## config.mk

```make
export PLATFORM = sky130hd
export DESIGN_NAME = program_loader
export DESIGN_NICKNAME = d
export VERILOG_FILES = /design/src/rtl/program_loader.sv
export SDC_FILE = /design/constraint.sdc
export NUM_CORES = 1
export LEC_CHECK = 0
export CORE_MARGIN = 4
export CORE_UTILIZATION = 55
export CTS_CLUSTER_SIZE = 10
export DETAILED_ROUTE_END_ITERATION = 7
export GPL_TIMING_DRIVEN = 0
export HOLD_SLACK_MARGIN = 0.15
export PLACE_DENSITY = 0.87
export SYNTH_ARGS = -nofsm -noshare
export SYNTH_HDL_FRONTEND = slang
export SYNTH_SLANG_ARGS = --single-unit
```

## constraint.sdc

```tcl
create_clock -name clk -period 5.2 [get_ports clk]
set_input_delay 0.52 -clock clk [delete_from_list [all_inputs] [get_ports clk]]
set_output_delay 0.52 -clock clk [all_outputs]
set_load 0.05 [all_outputs]
```

## src/rtl/program_loader.sv

```systemverilog
// program_loader: streams DEPTH program bytes into the CPU RAM over the
// manual MAR/RAM path while the CPU is halted, then pulses the CPU reset and
// releases the halt. A source stall longer than TIMEOUT aborts the session
// and leaves the CPU halted so a partial program never runs.
module program_loader #(
  parameter int unsigned DEPTH        = 16,
  parameter int unsigned TIMEOUT      = 1_000_000,
  parameter int unsigned RESET_CYCLES = 4
) (
  input  logic       clk,
  input  logic       rst_n,
  input  logic       start,
  input  logic       byte_valid,
  input  logic [7:0] byte_data,
  output logic       byte_ready,
  output logic       cpu_halt,
  output logic       cpu_rst,
  output logic       manual_mode,
  output logic [3:0] mar_address,
  output logic       mar_load,
  output logic [7:0] ram_data,
  output logic       ram_write,
  output logic       busy,
  output logic       done,
  output logic       error
);

  localparam int unsigned AW = 4;
  // Timer also runs through LOAD_ADDR/WRITE, so leave headroom above TIMEOUT-1.
  localparam int unsigned TW = $clog2(TIMEOUT + 3);
  localparam int unsigned CW = $clog2(RESET_CYCLES + 1);

  localparam logic [TW-1:0] TMO_LAST  = TW'(TIMEOUT - 1);
  localparam logic [AW-1:0] ADDR_LAST = AW'(DEPTH - 1);
  localparam logic [CW-1:0] RST_LAST  = CW'(RESET_CYCLES - 1);

  typedef enum logic [2:0] {
    S_IDLE      = 3'd0,
    S_WAIT_BYTE = 3'd1,
    S_LOAD_ADDR = 3'd2,
    S_WRITE     = 3'd3,
    S_CPU_RESET = 3'd4
  } state_t;

  state_t          r_state, w_state_nxt;
  logic [AW-1:0]   r_addr, w_addr_nxt;
  logic [TW-1:0]   r_timer, w_timer_nxt;
  logic [7:0]      r_data, w_data_nxt;
  logic [CW-1:0]   r_rst_cnt, w_rst_cnt_nxt;
  logic            r_cpu_halt, w_cpu_halt_nxt;
  logic            r_manual, w_manual_nxt;
  logic            r_error, w_error_nxt;
  logic            r_done, w_done_nxt;
  logic            w_handshake;

  // Strobes are decoded from the state register, so at most one is ever high.
  assign byte_ready  = (r_state == S_WAIT_BYTE);
  assign mar_load    = (r_state == S_LOAD_ADDR);
  assign ram_write   = (r_state == S_WRITE);
  assign cpu_rst     = (r_state == S_CPU_RESET);
  assign busy        = (r_state != S_IDLE);
  assign w_handshake = byte_valid & byte_ready;

  assign mar_address = r_addr;
  assign ram_data    = r_data;
  assign cpu_halt    = r_cpu_halt;
  assign manual_mode = r_manual;
  assign error       = r_error;
  assign done        = r_done;

  // State and datapath registers.
  always_ff @(posedge clk or negedge rst_n) begin
    if (!rst_n) begin
      r_state    <= S_IDLE;
      r_addr     <= '0;
      r_timer    <= '0;
      r_data     <= '0;
      r_rst_cnt  <= '0;
      r_cpu_halt <= 1'b0;
      r_manual   <= 1'b0;
      r_error    <= 1'b0;
      r_done     <= 1'b0;
    end else begin
      r_state    <= w_state_nxt;
      r_addr     <= w_addr_nxt;
      r_timer    <= w_timer_nxt;
      r_data     <= w_data_nxt;
      r_rst_cnt  <= w_rst_cnt_nxt;
      r_cpu_halt <= w_cpu_halt_nxt;
      r_manual   <= w_manual_nxt;
      r_error    <= w_error_nxt;
      r_done     <= w_done_nxt;
    end
  end

  // Next-state and next-register logic for the load sequence.
  always_comb begin
    w_state_nxt    = r_state;
    w_addr_nxt     = r_addr;
    w_timer_nxt    = r_timer;
    w_data_nxt     = r_data;
    w_rst_cnt_nxt  = r_rst_cnt;
    w_cpu_halt_nxt = r_cpu_halt;
    w_manual_nxt   = r_manual;
    w_error_nxt    = r_error;
    w_done_nxt     = 1'b0;

    unique case (r_state)
      S_IDLE: begin
        if (start) begin
          w_state_nxt    = S_WAIT_BYTE;
          w_addr_nxt     = '0;
          w_timer_nxt    = '0;
          w_error_nxt    = 1'b0;
          w_cpu_halt_nxt = 1'b1;
          w_manual_nxt   = 1'b1;
        end
      end

      S_WAIT_BYTE: begin
        if (w_handshake) begin
          w_data_nxt  = byte_data;
          w_timer_nxt = '0;
          w_state_nxt = S_LOAD_ADDR;
        end else if (r_timer >= TMO_LAST) begin
          // Abort: drop the manual path but keep the CPU halted.
          w_state_nxt  = S_IDLE;
          w_error_nxt  = 1'b1;
          w_manual_nxt = 1'b0;
        end else begin
          w_timer_nxt = r_timer + TW'(1);
        end
      end

      S_LOAD_ADDR: begin
        // Timeout is measured from the last accepted byte.
        w_timer_nxt = r_timer + TW'(1);
        w_state_nxt = S_WRITE;
      end

      S_WRITE: begin
        w_timer_nxt = r_timer + TW'(1);
        if (r_addr == ADDR_LAST) begin
          w_state_nxt   = S_CPU_RESET;
          w_manual_nxt  = 1'b0;
          w_rst_cnt_nxt = '0;
        end else begin
          w_addr_nxt  = r_addr + AW'(1);
          w_state_nxt = S_WAIT_BYTE;
        end
      end

      S_CPU_RESET: begin
        if (r_rst_cnt == RST_LAST) begin
          w_state_nxt    = S_IDLE;
          w_cpu_halt_nxt = 1'b0;
          w_done_nxt     = 1'b1;
        end else begin
          w_rst_cnt_nxt = r_rst_cnt + CW'(1);
        end
      end

      default: begin
        w_state_nxt = S_IDLE;
      end
    endcase
  end

endmodule
```

==> results of run 1 <==
sequential cells by signal (all words and copies together), names as in the netlist:
register     cells
done             1
cpu_halt         1
mar_address      4
ram_data         8
r_timer         20
manual_mode      1
r_state          3
error            1
r_rst_cnt        3
synthesized netlist by cell type, drive strengths merged, types with 6 or more instances:
| library cell | n |
|---|---|
| dfrtp | 42 |
| nand2 | 21 |
| a21oi | 16 |
| o21ai | 16 |
| nor2 | 10 |
| clkbuf | 9 |
| or4 | 9 |
| mux2 | 8 |
| o31ai | 8 |
| inv | 7 |
| or3 | 7 |
| buf | 6 |
| nand3 | 6 |
| nand4 | 6 |
| o2111ai | 6 |
| or2 | 6 |
through the flow:
step           total power, W    util
2_1_floorplan       0.0009191       -
3_3_place_gp         0.001118  0.6671
3_5_place_dp         0.001149  0.6727
4_1_cts              0.001412  0.7009
5_1_grt              0.001492  0.7009
6_report             0.001409  0.7009
where the power goes:
group / switching [W] / internal, W / leakage [nW]
Sequential: 0.0000480 / 0.000393 / 0.553
Clock: 0.000122 / 0.000143 / 0.0504
Combinational: 0.000459 / 0.000243 / 0.552
area by class of cell:
type	count	area share
Clock buffer	5	0.02437
Tap cell	50	0.02215
Sequential cell	42	0.3722
Timing Repair Buffer	33	0.1214
Clock inverter	3	0.01595
Buffer	15	0.02614
Inverter	7	0.009304
Multi-Input combinational cell	174	0.4085
metal layers:
layer  vias up  GRT usage  share of wire
li1        979          -              -
met1       984     0.2897           0.41
met2        78     0.3848           0.50
met3        11    0.05372          0.063
met4         0    0.09221          0.019
met5         -          0              0
cells by family after synthesis:
group / share of synthesized area
xor gates and xnor gates: 0.007602
buffers and inverters: 0.04343
AOI/OAI and AO/OA: 0.1819
and+or+nand+nor: 0.2416
DFF: 0.4560
muxes: 0.04778
adders and majority gates: 0.02172
cell usage in the layout, fill, tap and decap left out, types with 6 or more instances in the layout:
master           count
clkdlybuf4s50_1     31
o2111ai_1            6
dfrtp_1             42
nand2_1             21
clkbuf_1             7
or4_1                8
nor2_1               9
o21ai_0             16
nand3_1              6
nand4_1              6
mux2_2               8
o31ai_1              8
or3_1                7
a21oi_1             16
inv_1                7
critical path, delay by kind of cell, from the launching register on:
kind                   cells  cell delay [ns]
and+or+nand+nor            1             0.44
DFF                        1             0.43
buffers and inverters      2             1.10
how the worst min path moves through the flow:
stage	start	end	slack, ns	depth (start not counted)
CTS	rst_n	mar_address[3]	0.19	1
global route	rst_n	mar_address[3]	0.21	1
global placement	r_rst_cnt[1]	r_rst_cnt[1]	0.47	2
detailed placement	r_rst_cnt[1]	r_rst_cnt[1]	0.49	2
finish	rst_n	mar_address[3]	0.17	1
floorplan	rst_n	cpu_halt	0.22	0
==> impl_metrics.env, run 1 <==
export IMPL_outcome="completed"
export IMPL_viasPerCell=6.237
export IMPL_crit_path_end_kind="output pin"
export IMPL_synth_fp_nets=254
export IMPL_placedCellCount=321
export IMPL_grt_usage=0.2310
export IMPL_min_path_type="in2async"
export IMPL_overflow=0
export IMPL_wire_per_inst_um=16.98
export IMPL_gp_congestion=0.8685
export IMPL_p_per_area_nw_per_um2=498.8
export IMPL_syn_to_final_growth_pct=22.53
export IMPL_synth_top_area_cell="dfrtp_1"
export IMPL_drtAntennaViolNets=0
export IMPL_fp_dieH_um=72.74
export IMPL_cp_cell_sequence="buf_2, nor3b_1, clkdlybuf4s50_1"
export IMPL_grt_max_degree=24
export IMPL_num_rows=23
export IMPL_rsz0062_at_grt="no"
export IMPL_synth_area_um2=2305
export IMPL_final_max_slew_violation_count=0
export IMPL_preCtsSetupSlack_ns=2.247
export IMPL_finalCritPeriodShare=0.5397
export IMPL_path_max_fanout=10
export IMPL_r2r_start="r_timer[12]"
export IMPL_antenna_cells=0
export IMPL_fin_skew_ns=0.006684
export IMPL_max_cap_violations=0
export IMPL_port_buffers=32
export IMPL_first_pass_iters=4
export IMPL_drive_gt1_frac=0.1326
export IMPL_crit_required_ns=4.68
export IMPL_regArea_um2=1051
export IMPL_synth_top_area_frac=0.4560
export IMPL_cts_buffer_depth=2
export IMPL_r2r_end="r_timer[3]"
export IMPL_p_leak_nw=1.155
export IMPL_synth_ff_type="dfrtp_1"
export IMPL_relSlewSlack=0.2298
export IMPL_synth_cell_types=53
export IMPL_holdBufCountCts=0
export IMPL_hpwl_um=4121
export IMPL_synth_area_per_cell_um2=9.684
export IMPL_core_region_area_um2=4029
export IMPL_crit_path_start_kind="flop"
export IMPL_critical_path_arrival_ns=2.29
export IMPL_clockRootBuffer="clkbuf_8"
export IMPL_fillCellCount=300
export IMPL_cts_tree="done"
export IMPL_die_x_um=72.74
export IMPL_setup_ws_ns=2.393
export IMPL_initial_utilization=0.5720
export IMPL_drt_iter0_drc=122
export IMPL_synth_seq_area_share=0.4560
export IMPL_clock_latency_ns=0.31
export IMPL_grt_pass1_wl_um=9473
export IMPL_fin_crit_ns=2.807
export IMPL_grt_pass1_vias=2097
export IMPL_cts_resized=0
export IMPL_async_reset_ff_frac=1.000
export IMPL_crit_end="byte_ready"
export IMPL_multi_input_area_um2=1154
export IMPL_rrSetupSlack_ns=2.66
export IMPL_crit_slowest_cell="clkdlybuf4s50_1"
export IMPL_cts_setup_buffers=0
export IMPL_numCtsBuffers=5
export IMPL_fin_cells=329
export IMPL_drc_errors=0
export IMPL_hold_viol=0
export IMPL_antenna_found_initial=0
export IMPL_ios=33
export IMPL_fin_nets=294
export IMPL_numClockSinks=42
export IMPL_slowest_delay_ns=0.91
export IMPL_vdd_ir_drop_worst_uv=359.4
export IMPL_clk_pin_slew_worst_paths_ns=0.08
export IMPL_tightest_slew_ns=1.145
export IMPL_syn_instance_count=238
export IMPL_synth_warning_count=0
export IMPL_vias=2052
export IMPL_fmax_mhz=356.3
export IMPL_synth_area_top_cells="dfrtp_1 (46%), mux2_2 (3.9%), a21oi_1 (3.5%)"
export IMPL_synth_edf_count=0
export IMPL_report_final_setup_viol=0
export IMPL_die_area_um2=5290
export IMPL_final_area_um2=2824
export IMPL_finalSetupTns_ns=0
export IMPL_worstSetupPathType="reg2out"
export IMPL_ys_ff_latch=42
export IMPL_ctsHtreeMaxLevel=2
export IMPL_place_area_um2=2710
export IMPL_rr_worst_depth=7
export IMPL_timing_hold_ws_ns=0.1733
export IMPL_routed_wl_um=5586
export IMPL_critPathLaunch="r_state[2]"
Note: power is estimated with default switching activity, not from simulation.
==> run 2: changes to the inputs <==
CORE_UTILIZATION = 54   (was 55)
PLACE_DENSITY = 0.86   (was 0.87)
clock period = 2.6 ns   (was 5.2 ns; I/O delays follow)
==> run 2 against run 1 <==
Compared with the run above:
- setup slack worse by 2.2 ns
- final area up 0.35%
- via count up 1.2%
- register-to-register slack worse by 2.5 ns
- global-route usage down 1.4 points
- hold slack better by 0.27 ns
- largest cell class unchanged
- largest power group unchanged
==> impl_metrics.env, run 2 (synthesis gave the netlist of run 1 again) <==
export IMPL_regArea_um2=1051
export IMPL_routed_wl_um=5478
export IMPL_rr_worst_depth=9
export IMPL_p_total_w=0.002736
export IMPL_crit_path_start_kind="flop"
export IMPL_worstSetupPathType="reg2reg"
export IMPL_grt_usage=0.2168
export IMPL_critical_path_arrival_ns=2.67
export IMPL_vias=2077
export IMPL_overflow=0
export IMPL_crit_path_end_kind="flop"
export IMPL_cts_buffer_depth=2
export IMPL_numCtsBuffers=5
export IMPL_setup_ws_ns=0.1499
export IMPL_drive_gt1_frac=0.1459
export IMPL_critPathLaunch="r_state[1]"
export IMPL_clock_latency_ns=0.30
export IMPL_numClockSinks=42
export IMPL_crit_end="r_timer[9]"
export IMPL_min_path_type="in2async"
export IMPL_netSwitchingFraction=0.4598
export IMPL_grt_pass1_wl_um=9073
export IMPL_ios=33
export IMPL_regMostFlops="r_timer"
export IMPL_p_comb_frac=0.516
export IMPL_p_seq_frac=0.321
export IMPL_p_per_area_nw_per_um2=965.4
export IMPL_finalCritPeriodShare=0.9423
export IMPL_p_sw_w=0.001258
export IMPL_first_pass_iters=6
export IMPL_fp_dieH_um=73.33
export IMPL_cts_tree="done"
export IMPL_cp_cell_sequence="clkbuf_2, nor4b_4, or3b_2, clkbuf_1, nor2_2, buf_6, buf_4, o31ai_1, a21oi_1"
export IMPL_fin_skew_ns=0.01283
export IMPL_path_max_fanout=10
export IMPL_outcome="completed"
export IMPL_hold_viol=0
export IMPL_antenna_found_initial=0
export IMPL_die_x_um=73.33
export IMPL_max_cap_violations=0
export IMPL_fillCellCount=292
export IMPL_antenna_cells=0
export IMPL_report_final_setup_viol=0
export IMPL_initial_utilization=0.5680
export IMPL_vdd_ir_drop_worst_uv=699.2
export IMPL_fmax_mhz=408.1
export IMPL_grt_pass1_vias=1961
export IMPL_largest_reg_flops=20
export IMPL_num_rows=23
export IMPL_fin_crit_ns=2.450
export IMPL_drt_iter0_drc=281
export IMPL_layout_common_cells="dfrtp_1 (42), clkdlybuf4s50_1 (31), nand2_1 (21)"
export IMPL_p_leak_nw=1.160
export IMPL_ctsHtreeMaxLevel=2
export IMPL_port_buffers=32
export IMPL_preCtsSetupSlack_ns=-0.06502
export IMPL_relSlewSlack=0.2205
export IMPL_wire_per_inst_um=16.55
export IMPL_rrSetupSlack_ns=0.15
export IMPL_die_area_um2=5377
export IMPL_r2r_start="r_state[1]"
export IMPL_clockPowerShare=0.163
export IMPL_rsz0062_at_grt="no"
export IMPL_drc_errors=0
export IMPL_crit_slowest_cell="or3b_2"
export IMPL_viasPerCell=6.275
export IMPL_clk_pin_slew_worst_paths_ns=0.09
export IMPL_crit_required_ns=2.82
export IMPL_slowest_delay_ns=0.47
export IMPL_clockRootBuffer="clkbuf_8"
export IMPL_final_max_slew_violation_count=0
export IMPL_hpwl_um=4066
export IMPL_multi_input_area_um2=1166
export IMPL_syn_to_final_growth_pct=22.96
export IMPL_gp_congestion=0.8585
export IMPL_drtAntennaViolNets=0
export IMPL_tightest_slew_ns=1.159
export IMPL_fin_nets=296
export IMPL_grt_max_degree=24
export IMPL_r2r_end="r_timer[9]"
export IMPL_core_region_area_um2=4058
export IMPL_power_internal_w=0.001478
export IMPL_final_common_cell="dfrtp_1"
[run 2: cell count changes in the layout (fill, tap and decap cells not counted), sizes merged]
| cell | previous run | this run |
|---|---|---|
| clkinvlp | 2 | 1 |
| bufinv | 1 | 0 |
| buf | 8 | 9 |
| clkinv | 0 | 1 |
| dlygate4sd3 | 0 | 1 |
| inv | 7 | 8 |
[run 2: worst max-delay path: cells and delay by family (launching register included)]
family	cells	cell delay, ns
AOI/OAI and AO/OA	2	0.26
and+or+nand+nor	3	1.01
buffers and inverters	4	0.74
DFF	1	0.37
[run 2: power by group through the flow]
stage	clock network, W	registers [W]	logic [W]
global route	0.000476	0.000896	0.00151
global placement	0	0.000877	0.00136
CTS	0.000453	0.000879	0.00141
floorplan	0	0.00119	0.000649
detailed placement	0	0.000892	0.00140
finish	0.000446	0.000879	0.00141
[run 2: what timing repair did]
| item | 4_1_cts | 5_1_grt |
|---|---|---|
| gates resized for setup | 0 | 2 |
| endpoints found under the hold margin | 19 | 0 |
| hold buffers | 1 | 0 |
| endpoints found under the setup margin | 0 | 19 |
| setup buffers | 0 | 1 |
[run 2: metrics by stage]
| stage | util | hold WS [ns] | cell area (µm²) | instances | setup TNS (ns) |
|---|---|---|---|---|---|
| 6_report | 0.6984 | 0.4419 | 2834 | 331 | 0 |
| 5_1_grt | 0.6984 | 0.4817 | 2834 | 331 | 0 |
| 4_1_cts | 0.6947 | 0.4543 | 2819 | 330 | 0 |
| 3_5_place_dp | 0.6691 | 0.2472 | 2715 | 321 | -0.3129 |
| 3_3_place_gp | 0.6636 | 0.4713 | 2693 | 320 | -0.1324 |
| 2_1_floorplan | - | -0.03559 | 2310 | 238 | 0 |
[run 2: how the worst min path moves through the flow]
stage	cells after the start	slack, ns	start	endpoint
floorplan	0	-0.04	rst_n	cpu_halt
global placement	2	0.47	r_rst_cnt[1]	r_rst_cnt[1]
detailed placement	1	0.25	rst_n	r_timer[3]
CTS	2	0.45	rst_n	r_timer[5]
global route	2	0.48	rst_n	r_timer[5]
finish	2	0.44	rst_n	r_timer[5]
[run 2: area by class of cell]
cell class	count	area share
inverter	7	0.009272
clock inverter	3	0.008830
clock buffer	5	0.02428
timing repair buffer	35	0.1272
buffer	15	0.02605
sequential	42	0.3709
tap	50	0.02208
multi-input combinational	174	0.4115
[run 2: per-layer routing]
layer  track usage  vias to the layer above  share of wire
met5             0                        -              0
met4       0.07445                        0          0.014
met3       0.04788                        9          0.059
met2        0.3466                       78           0.49
met1        0.2920                     1012           0.44
li1              -                      978              -
